[src/rtl/counter_sequencer.sv]
// Sequencer for an external 8-bit enable/clear up-counter.
// It times programmable intervals, with pause, abort and periodic restart.
module counter_sequencer #(
   parameter int WIDTH = 8
) (
   input  logic             clk,
   input  logic             reset,
   input  logic             start,
   input  logic             stop,
   input  logic             pause,
   input  logic             periodic,
   input  logic [WIDTH-1:0] terminal,
   input  logic [WIDTH-1:0] count,
   output logic             cnt_clear,
   output logic             cnt_enable,
   output logic             busy,
   output logic             done,
   output logic [WIDTH-1:0] done_count
);

   localparam logic [WIDTH-1:0] ONE  = {{(WIDTH-1){1'b0}}, 1'b1};
   localparam logic [WIDTH-1:0] ZERO = {WIDTH{1'b0}};

   typedef enum logic [2:0] {
      IDLE  = 3'd0,
      CLEAR = 3'd1,
      RUN   = 3'd2,
      PAUSE = 3'd3,
      DONE  = 3'd4
   } state_t;

   state_t           state_r;
   state_t           state_next_s;
   logic [WIDTH-1:0] term_r;
   logic             per_r;
   logic [WIDTH-1:0] done_count_r;
   logic [WIDTH-1:0] term_m1_s;

   // The counter already shows term_r-1 in the last RUN cycle; that cycle's increment lands it on term_r.
   assign term_m1_s = term_r - ONE;

   // Next-state selection; stop wins over every other condition outside IDLE.
   always_comb begin
      state_next_s = state_r;
      case (state_r)
         IDLE: begin
            if (start) state_next_s = CLEAR;
            else       state_next_s = IDLE;
         end
         CLEAR: begin
            if (stop)                state_next_s = IDLE;
            else if (term_r == ZERO) state_next_s = DONE;
            else                     state_next_s = RUN;
         end
         RUN: begin
            if (stop)                    state_next_s = IDLE;
            else if (count == term_m1_s) state_next_s = DONE;
            else if (pause)              state_next_s = PAUSE;
            else                         state_next_s = RUN;
         end
         PAUSE: begin
            if (stop)        state_next_s = IDLE;
            else if (!pause) state_next_s = RUN;
            else             state_next_s = PAUSE;
         end
         DONE: begin
            if (stop)       state_next_s = IDLE;
            else if (per_r) state_next_s = CLEAR;
            else            state_next_s = IDLE;
         end
         default: state_next_s = IDLE;
      endcase
   end

   // State, latched configuration, tally, and output flops that decode the next state.
   always_ff @(posedge clk) begin
      if (reset) begin
         state_r      <= IDLE;
         term_r       <= ZERO;
         per_r        <= 1'b0;
         done_count_r <= ZERO;
         cnt_clear    <= 1'b0;
         cnt_enable   <= 1'b0;
         busy         <= 1'b0;
         done         <= 1'b0;
      end else begin
         state_r <= state_next_s;
         if (state_r == IDLE && start) begin
            term_r       <= terminal;
            per_r        <= periodic;
            done_count_r <= ZERO;
         end else if (state_r == DONE) begin
            // A pulse already on the output counts even if stop arrives with it.
            done_count_r <= done_count_r + ONE;
         end else begin
            done_count_r <= done_count_r;
         end
         cnt_clear  <= (state_next_s == CLEAR);
         cnt_enable <= (state_next_s == RUN);
         busy       <= (state_next_s != IDLE);
         done       <= (state_next_s == DONE);
      end
   end

   assign done_count = done_count_r;

endmodule

[config.mk]
export PLATFORM = sky130hd
export DESIGN_NAME = counter_sequencer
export DESIGN_NICKNAME = d
export VERILOG_FILES = /design/src/rtl/counter_sequencer.sv
export SDC_FILE = /design/constraint.sdc
export NUM_CORES = 1
export LEC_CHECK = 0
export BUFFER_PORTS_ARGS = -buffer_cell sky130_fd_sc_hd__buf_4
export CAP_MARGIN = 15
export CORE_MARGIN = 2
export CORE_UTILIZATION = 30
export DETAILED_ROUTE_END_ITERATION = 16
export PLACE_DENSITY = 0.48
export SLEW_MARGIN = 20
export SYNTH_ARGS = -nofsm -noshare
export SYNTH_HDL_FRONTEND = slang
export SYNTH_SLANG_ARGS = --single-unit
[constraint.sdc]
create_clock -name clk -period 2.31 [get_ports clk]
set_input_delay 0.462 -clock clk [delete_from_list [all_inputs] [get_ports clk]]
set_output_delay 0.462 -clock clk [all_outputs]
set_load 0.03 [all_outputs]
# Word-level counts from Yosys, hierarchy flattened
# Cells that the tools add are included.
word_totals:
  elab_cells: 33
  regBits: 24
  in_bits: 22
  output_inout_bits: 12
op_classes:
  mux: 10
  n_reduce_logical: 5
  n_eq_ne: 8
  addsub: 2
ops:
  columns: ["op", "count"]
  rows:
  - ["3-bit case mux with 5 select lines", 1]
  - ["3-bit 2-to-1 mux", 4]
  - ["3-bit by 2-bit == test with 1-bit output (second input constant)", 3]
  - ["8-bit by 1-bit adder with 8-bit output (second input constant)", 1]
  - ["8-bit == test", 1]
  - ["8-bit zero test", 1]
  - ["8-bit by 1-bit subtractor with 8-bit output (second input constant)", 1]
  - ["3-bit by 1-bit == test with 1-bit output (second input constant)", 2]
  - ["3-bit == test (second input constant)", 2]
  - ["1-bit 2-to-1 mux", 4]
  - ["3-bit zero test", 1]
  - ["3-bit nonzero test", 1]
  - ["2-bit 2-to-1 mux", 1]
  - ["2-bit OR reduction", 1]
  - ["1-bit logical AND", 1]

# Depth between registers and ports, before layout
# Gate-level depths: netlist of run 1.
depth:
  word_depth: 6
  mapped_depth: 7
  depth_no_buf: 7

# Worst setup path after synthesis of run 1
# OpenSTA, ideal clock, no wires.
synth_timing:
  path_type: "reg-to-reg"
  start: "reg term_r[0]"
  end: "reg state_r[0]"
  setup_ns: 0.142
  arrival_ns: 1.714
  synth_period_minus_slack_ns: 1.856
  path_slack_ns: 0.454
  n_path_buf: 0
  stages_incl_launch_ff: 8
  required_time_ns: 2.168
  cell_sequence: "dfxtp_1 > inv_1 > ha_1 > o21ba_1 > a221oi_1 > a41oi_1 > nor4_2 > o22ai_1"
synth_via:
  elab_chain_cells: 5
synth_rtl:
  columns: ["element", "line", "text"]
  rows:
  - ["start: declaration", "34", "logic [WIDTH-1:0] term_r;"]
  - ["start signal: assignment", "89", "term_r <= terminal;"]
  - ["8-bit by 1-bit subtractor with 8-bit output", "40", "assign term_m1_s = term_r - ONE;"]
  - ["8-bit == test", "57", "else if (count == term_m1_s) state_next_s = DONE;"]
  - ["3-bit 2-to-1 mux", "57", null]
  - ["3-bit 2-to-1 mux", "56", "if (stop) state_next_s = IDLE;"]
  - ["3-bit case mux with 5 select lines", "45", "case (state_r)"]
  - ["end signal: assignment", "87", "state_r <= state_next_s;"]
  - ["end: declaration", "32", "state_t state_r;"]
# Every way passes these cells.
# A chain may end at the register's enable or synchronous reset.

# Worst setup path in the final report of run 1
# Same ends and word-level chain as after synthesis.

==> metrics.yaml, run 1 <==
yosys:
  ys_seq_elements: 24
  syn_inst: 138
  synth_area_um2: 1160
  yosysWarnings: 0
  avgSynthCellArea_um2: 8.39
  synth.yosys.seq_area_share: 0.415
  postSynth.asyncResetShare: 0
  yosysUniqueCellTypes: 31
  ys.flop_type: "dfxtp_1"
  synth_edf_count: 0
  synth_fp_nets: 163
drt:
  totalWireLength_um: 2700
  vias_per_cell: 4.71
  first_pass_iters: 4
  drtAntennaViolNets: 0
  drc: 0
  drt_iter0_markers: 63
  routedWlPerCell_um: 12.2
  vias: 1042
finish:
  final_common_cell: "buf_4"
  areaGrowthSynthToFinish_pct: 31.2
  drive_above_1_share: 0.243
  num_antenna_cells: 0
  final_cell_mix: "buf_4 (35), dfxtp_1 (24), nand2_1 (23)"
  fin_nets: 199
  final_core_util: 0.412
  final_cells: 221
global_route:
  grt_util_met3: 0.0273
  grt_use_met1: 0.200
  grt_use_total: 0.134
  grt.busiest_layer: "met1"
  grt_pass1_wl_um: 4520
  overflow: 0
  grt_use_met2: 0.191
  grt_max_degree: 18
  grt_pass1_vias: 983
  antenna_found_initial: 0
pwr:
  fin_total_pwr_mw: 0.910
  p_per_area_nw_per_um2: 599
  leakage_nw: 0.617
  p_comb_frac: 0.190
  p_sw_frac: 0.268
  p_sw_mw: 0.244
  p_seq_frac: 0.494
  vdd_ir_drop_max_uv: 230
  p_int_mw: 0.666
  clkPwrFrac: 0.316
critical_path:
  worstReg2RegEnd: "state_r[0]"
  critPathCaptureType: "register"
  r2r_cells: 7
  path_buf_inv: 1
  criticalPathCategory: "register to register"
  critical_path_arrival_ns: 2.20
  critPathSlowestCell: "nor4_2"
  reg2reg_slack_ns: 0.25
  cp.required_ns: 2.44
  cp-start-kind: "register"
  path_delay_family: "compound AO/OA/AOI/OAI gates"
  r2r-start: "term_r[0]"
  worstPathCellList: "inv_1, ha_1, o21ba_1, a221oi_1, a41oi_1, nor4_2, o22ai_1"
  max_stage_delay_ns: 0.44
  critPathMaxFanout: 5
timing:
  slew_viol_final: 0
  relSlewSlack: 0.678
  finalCritPeriodShare: 0.894
  post-route-min-period_ns: 2.06
  setup_tns_ns: 0
  fin_ws_ns: 0.246
  grt_setup_unrepaired: "no"
  fmax_mhz: 484
  finalSetupViolations: 0
  skew_ns: 0.00158
  hold_violations: 0
  tightest_slew_ns: 0.479
clock_network:
  postCtsSetupBuffers: 0
  clk_path_buf_depth: 2
  cts_made_buffers: 3
  cts_tree: "done"
  cts-root-buf: "clkbuf_8"
  clk_pin_slew_ns: 0.09
  postCtsResizedCells: 0
  cts.sinks: 24
  clock_latency_ns: 0.26
  htreeDepth: 1
  cts_hold_buf: 0
min_path:
  holdPathStages: 3
  hold_start: "terminal[3]"
  hold_path.class: "input port to register"
  holdPathEnd: "term_r[3]"
floorplanning:
  dieArea_um2: 4370
  rows: 22
  io_pins: 34
  start_util: 0.314
  die_y_um: 66.1
  core-area_um2: 3690
  fp.dieW_um: 66.1
place:
  dpl.cell_count: 217
  place.gp.congestion: 0.813
  pre_cts_ws_ns: 0.246
  io_buffers: 33
  place_hpwl_um: 2070
flow_run:
  drv_cap: 0
status:
  outcome: "finished, final reports clean"
[kinds of logic after synthesis]
kind of cell,after synthesis,synth area share
AND/OR/NAND/NOR,66,0.280
buffers and inverters,6,0.0205
multiplexers,1,0.00865
flip-flops,24,0.415
AO/OA/AOI/OAI,20,0.107
adder cells (fa/ha/maj),3,0.0324
XOR/XNOR,18,0.136
[worst min-delay path, stage by stage]
cell	delay, ns
buf_4	0.11
nand2_1	0.04
a21oi_1	0.05
[per-layer routing]
metal | wire (um) | vias up | part of all wire
li1 | - | 540 | -
met1 | 1400 | 479 | 0.52
met2 | 1190 | 23 | 0.44
met3 | 112 | 0 | 0.041
met4 | 0 | 0 | 0
met5 | 0 | - | 0
[flip-flops by register name, summed over array words and instances (netlist names)]
name        flops
per_r           1
term_r          8
state_r         3
cnt_enable      1
done            1
busy            1
cnt_clear       1
done_count      8
[stage by stage]
stage	instance area, um^2	hold WS, ns
2_1_floorplan	1160	0.437
3_3_place_gp	1460	0.447
3_5_place_dp	1460	0.447
4_1_cts	1520	0.433
5_1_grt	1520	0.435
6_report	1520	0.435
[power groups by stage]
stage	sequential (mW)	clock, mW	combinational, mW
global route	0.452	0.309	0.192
finish	0.449	0.288	0.173
floorplan	0.461	0	0.107
CTS	0.449	0.296	0.174
global placement	0.458	0	0.171
detailed placement	0.459	0	0.173
[cell usage after synthesis, drive strengths merged (2+ instances only)]
cell type | number | area share
dfxtp | 24 | 0.42
nor2 | 18 | 0.058
clkbuf | 4 | 0.014
nand2b | 3 | 0.016
nand2 | 23 | 0.075
ha | 3 | 0.032
nand4 | 2 | 0.011
a21oi | 12 | 0.052
nor3 | 4 | 0.017
nor4b | 2 | 0.015
nand3 | 5 | 0.022
o2bb2ai | 2 | 0.015
nand3b | 2 | 0.013
inv | 2 | 0.0065
nor4 | 2 | 0.016
xor2 | 9 | 0.068
xnor2 | 9 | 0.068
[layout make-up]
cell class	instances	area, um^2
clock buffers	4	55.1
fillers	412	2170
inverters	2	7.51
multi-input cells	108	653
flip-flops and latches	24	480
well taps	48	60.1
repair buffers	35	263
[worst max path at each step]
stage,from,to,depth (start not counted)
5_1_grt,term_r[0],state_r[0],7
6_report,term_r[0],state_r[0],7
3_3_place_gp,term_r[0],state_r[0],7
4_1_cts,term_r[0],state_r[0],7
3_5_place_dp,term_r[0],state_r[0],7
2_1_floorplan,term_r[0],state_r[0],7
Power figures use the tool's default switching activity.
==> inputs of run 2 (changes only) <==
- CORE_UTILIZATION: 30 -> 50
- PLACE_DENSITY: 0.48 -> 0.75
==> metrics.yaml, run 2 (synthesis gave the netlist of run 1 again) <==
pwr:
  p_per_area_nw_per_um2: 618  # was 599 nW/um^2
  vdd_ir_drop_max_uv: 424  # was 230 uV
  leakage_nw: 0.616  # was 0.617 nW
timing:
  slew_viol_final: 0  # unchanged
  fmax_mhz: 476  # was 484 MHz
  relSlewSlack: 0.692  # was 0.678
  skew_ns: 0.00955  # was 0.00158 ns
  tightest_slew_ns: 0.457  # was 0.479 ns
  finalCritPeriodShare: 0.909  # was 0.894
  setup_tns_ns: 0  # unchanged
  grt_setup_unrepaired: "no"  # unchanged
  finalSetupViolations: 0  # unchanged
  hold-worst-slack_ns: 0.379  # was 0.435 ns
  hold_violations: 0  # unchanged
  post-route-min-period_ns: 2.10  # was 2.06 ns
critical_path:
  cp.required_ns: 2.49  # was 2.44 ns
  critPathMaxFanout: 5  # unchanged
  max_stage_delay_ns: 0.44  # about the same
  startpoint: "term_r[0]"  # unchanged
  worstPathCellList: "inv_1, ha_1, o21ba_1, a221oi_1, a41oi_1, nor4_2, o22ai_1"  # unchanged
  critPathSlowestCell: "dfxtp_1"  # was nor4_2
  criticalPathCategory: "register to register"  # unchanged
  cp-start-kind: "register"  # unchanged
  critPathCaptureType: "register"  # unchanged
  r2r-start: "term_r[0]"  # unchanged
  reg2reg_slack_ns: 0.21  # was 0.25 ns
  critical_path_arrival_ns: 2.28  # was 2.20 ns
place:
  place_hpwl_um: 1950  # was 2070 um
  dpl.cell_count: 197  # was 217
  place.gp.congestion: 0.825  # was 0.813
  io_buffers: 33  # unchanged
floorplanning:
  rows: 17  # was 22
  start_util: 0.528  # was 0.314
  io_pins: 34  # unchanged
  fp.dieW_um: 52.1  # was 66.1 um
  core-area_um2: 2190  # was 3690 um^2
  dieArea_um2: 2720  # was 4370 um^2
  die_y_um: 52.1  # was 66.1 um
drt:
  routedWlPerCell_um: 12.3  # was 12.2 um
  drtAntennaViolNets: 0  # unchanged
  vias_per_cell: 5.19  # was 4.71
  vias: 1043  # was 1,042
  drc: 0  # unchanged
  first_pass_iters: 4  # unchanged
  drt_iter0_markers: 11  # was 63
  totalWireLength_um: 2480  # was 2700 um
finish:
  final_common_cell: "buf_4"  # unchanged
  final_cells: 201  # was 221
  areaGrowthSynthToFinish_pct: 28.9  # was 31.2%
  drive_above_1_share: 0.243  # unchanged
  fin_nets: 199  # unchanged
  num_antenna_cells: 0  # unchanged
  final_cell_mix: "buf_4 (35), dfxtp_1 (24), nand2_1 (23)"  # unchanged
global_route:
  grt_max_degree: 18  # unchanged
  grt_pass1_wl_um: 4060  # was 4520 um
  antenna_found_initial: 0  # unchanged
  grt_use_total: 0.200  # was 0.134
  grt_pass1_vias: 922  # was 983
  overflow: 0  # unchanged
clock_network:
  clock_latency_ns: 0.31  # was 0.26 ns
  cts_hold_buf: 0  # unchanged
  htreeDepth: 1  # unchanged
  postCtsResizedCells: 0  # unchanged
  clk_pin_slew_ns: 0.14  # was 0.09 ns
  cts_made_buffers: 3  # unchanged
  cts-root-buf: "clkbuf_4"  # was clkbuf_8
  cts_tree: "done"  # unchanged
  postCtsSetupBuffers: 0  # unchanged
  clk_path_buf_depth: 2  # unchanged
  cts.sinks: 24  # unchanged
status:
  outcome: "finished, final reports clean"  # unchanged
flow_run:
  drv_cap: 0  # unchanged
min_path:
  hold_path.class: "input port to register"  # unchanged
  hold_start: "terminal[0]"  # was terminal[3]
run 2: metal layers:
metal	GRT usage	share of wire	vias to the layer above
met5	0	0	-
li1	-	-	538
met3	0.0374	0.042	2
met2	0.340	0.49	21
met1	0.270	0.46	482
met4	0.0263	0.0056	0
run 2: final timing paths:
| path | endpoint | cells past startpoint |
|---|---|---|
| worst max-delay path | state_r[0] | 7 |
| worst min-delay path | term_r[0] | 3 |
| worst max register to register | state_r[0] | 7 |
| worst min register to register | per_r | 2 |
run 2: metrics by stage:
stage | total power [mW] | area [um^2] | setup WS (ns) | util
floorplan | 0.568 | 1160 | 0.454 | -
global placement | 0.623 | 1440 | 0.358 | 0.657
detailed placement | 0.631 | 1440 | 0.238 | 0.657
CTS | 0.928 | 1490 | 0.195 | 0.681
global route | 0.965 | 1490 | 0.0660 | 0.681
finish | 0.921 | 1490 | 0.211 | 0.681
run 2: cell type report:
cell class                 instances  area (um^2)
fill                             190          699
sequential                        24          480
multi-input combinational        108          653
inverter                           2         7.51
timing repair buffer              35          263
tap                               28         35.0
clock buffer                       3         22.5
clock inverter                     1         30.0
run 2: worst max-delay path, delay by kind of cell, from the launching register on:
kind	cells	cell delay (ns)
compound gates	4	0.74
simple gates	1	0.44
buf+inv	1	0.09
flops	1	0.44
fa+ha+maj	1	0.26
run 2: power by group:
part | total, mW | internal, mW | switching, mW
combinational | 0.172 | 0.0832 | 0.0887
sequential | 0.449 | 0.431 | 0.0179
clock | 0.301 | 0.175 | 0.125
total | 0.921 | 0.690 | 0.232
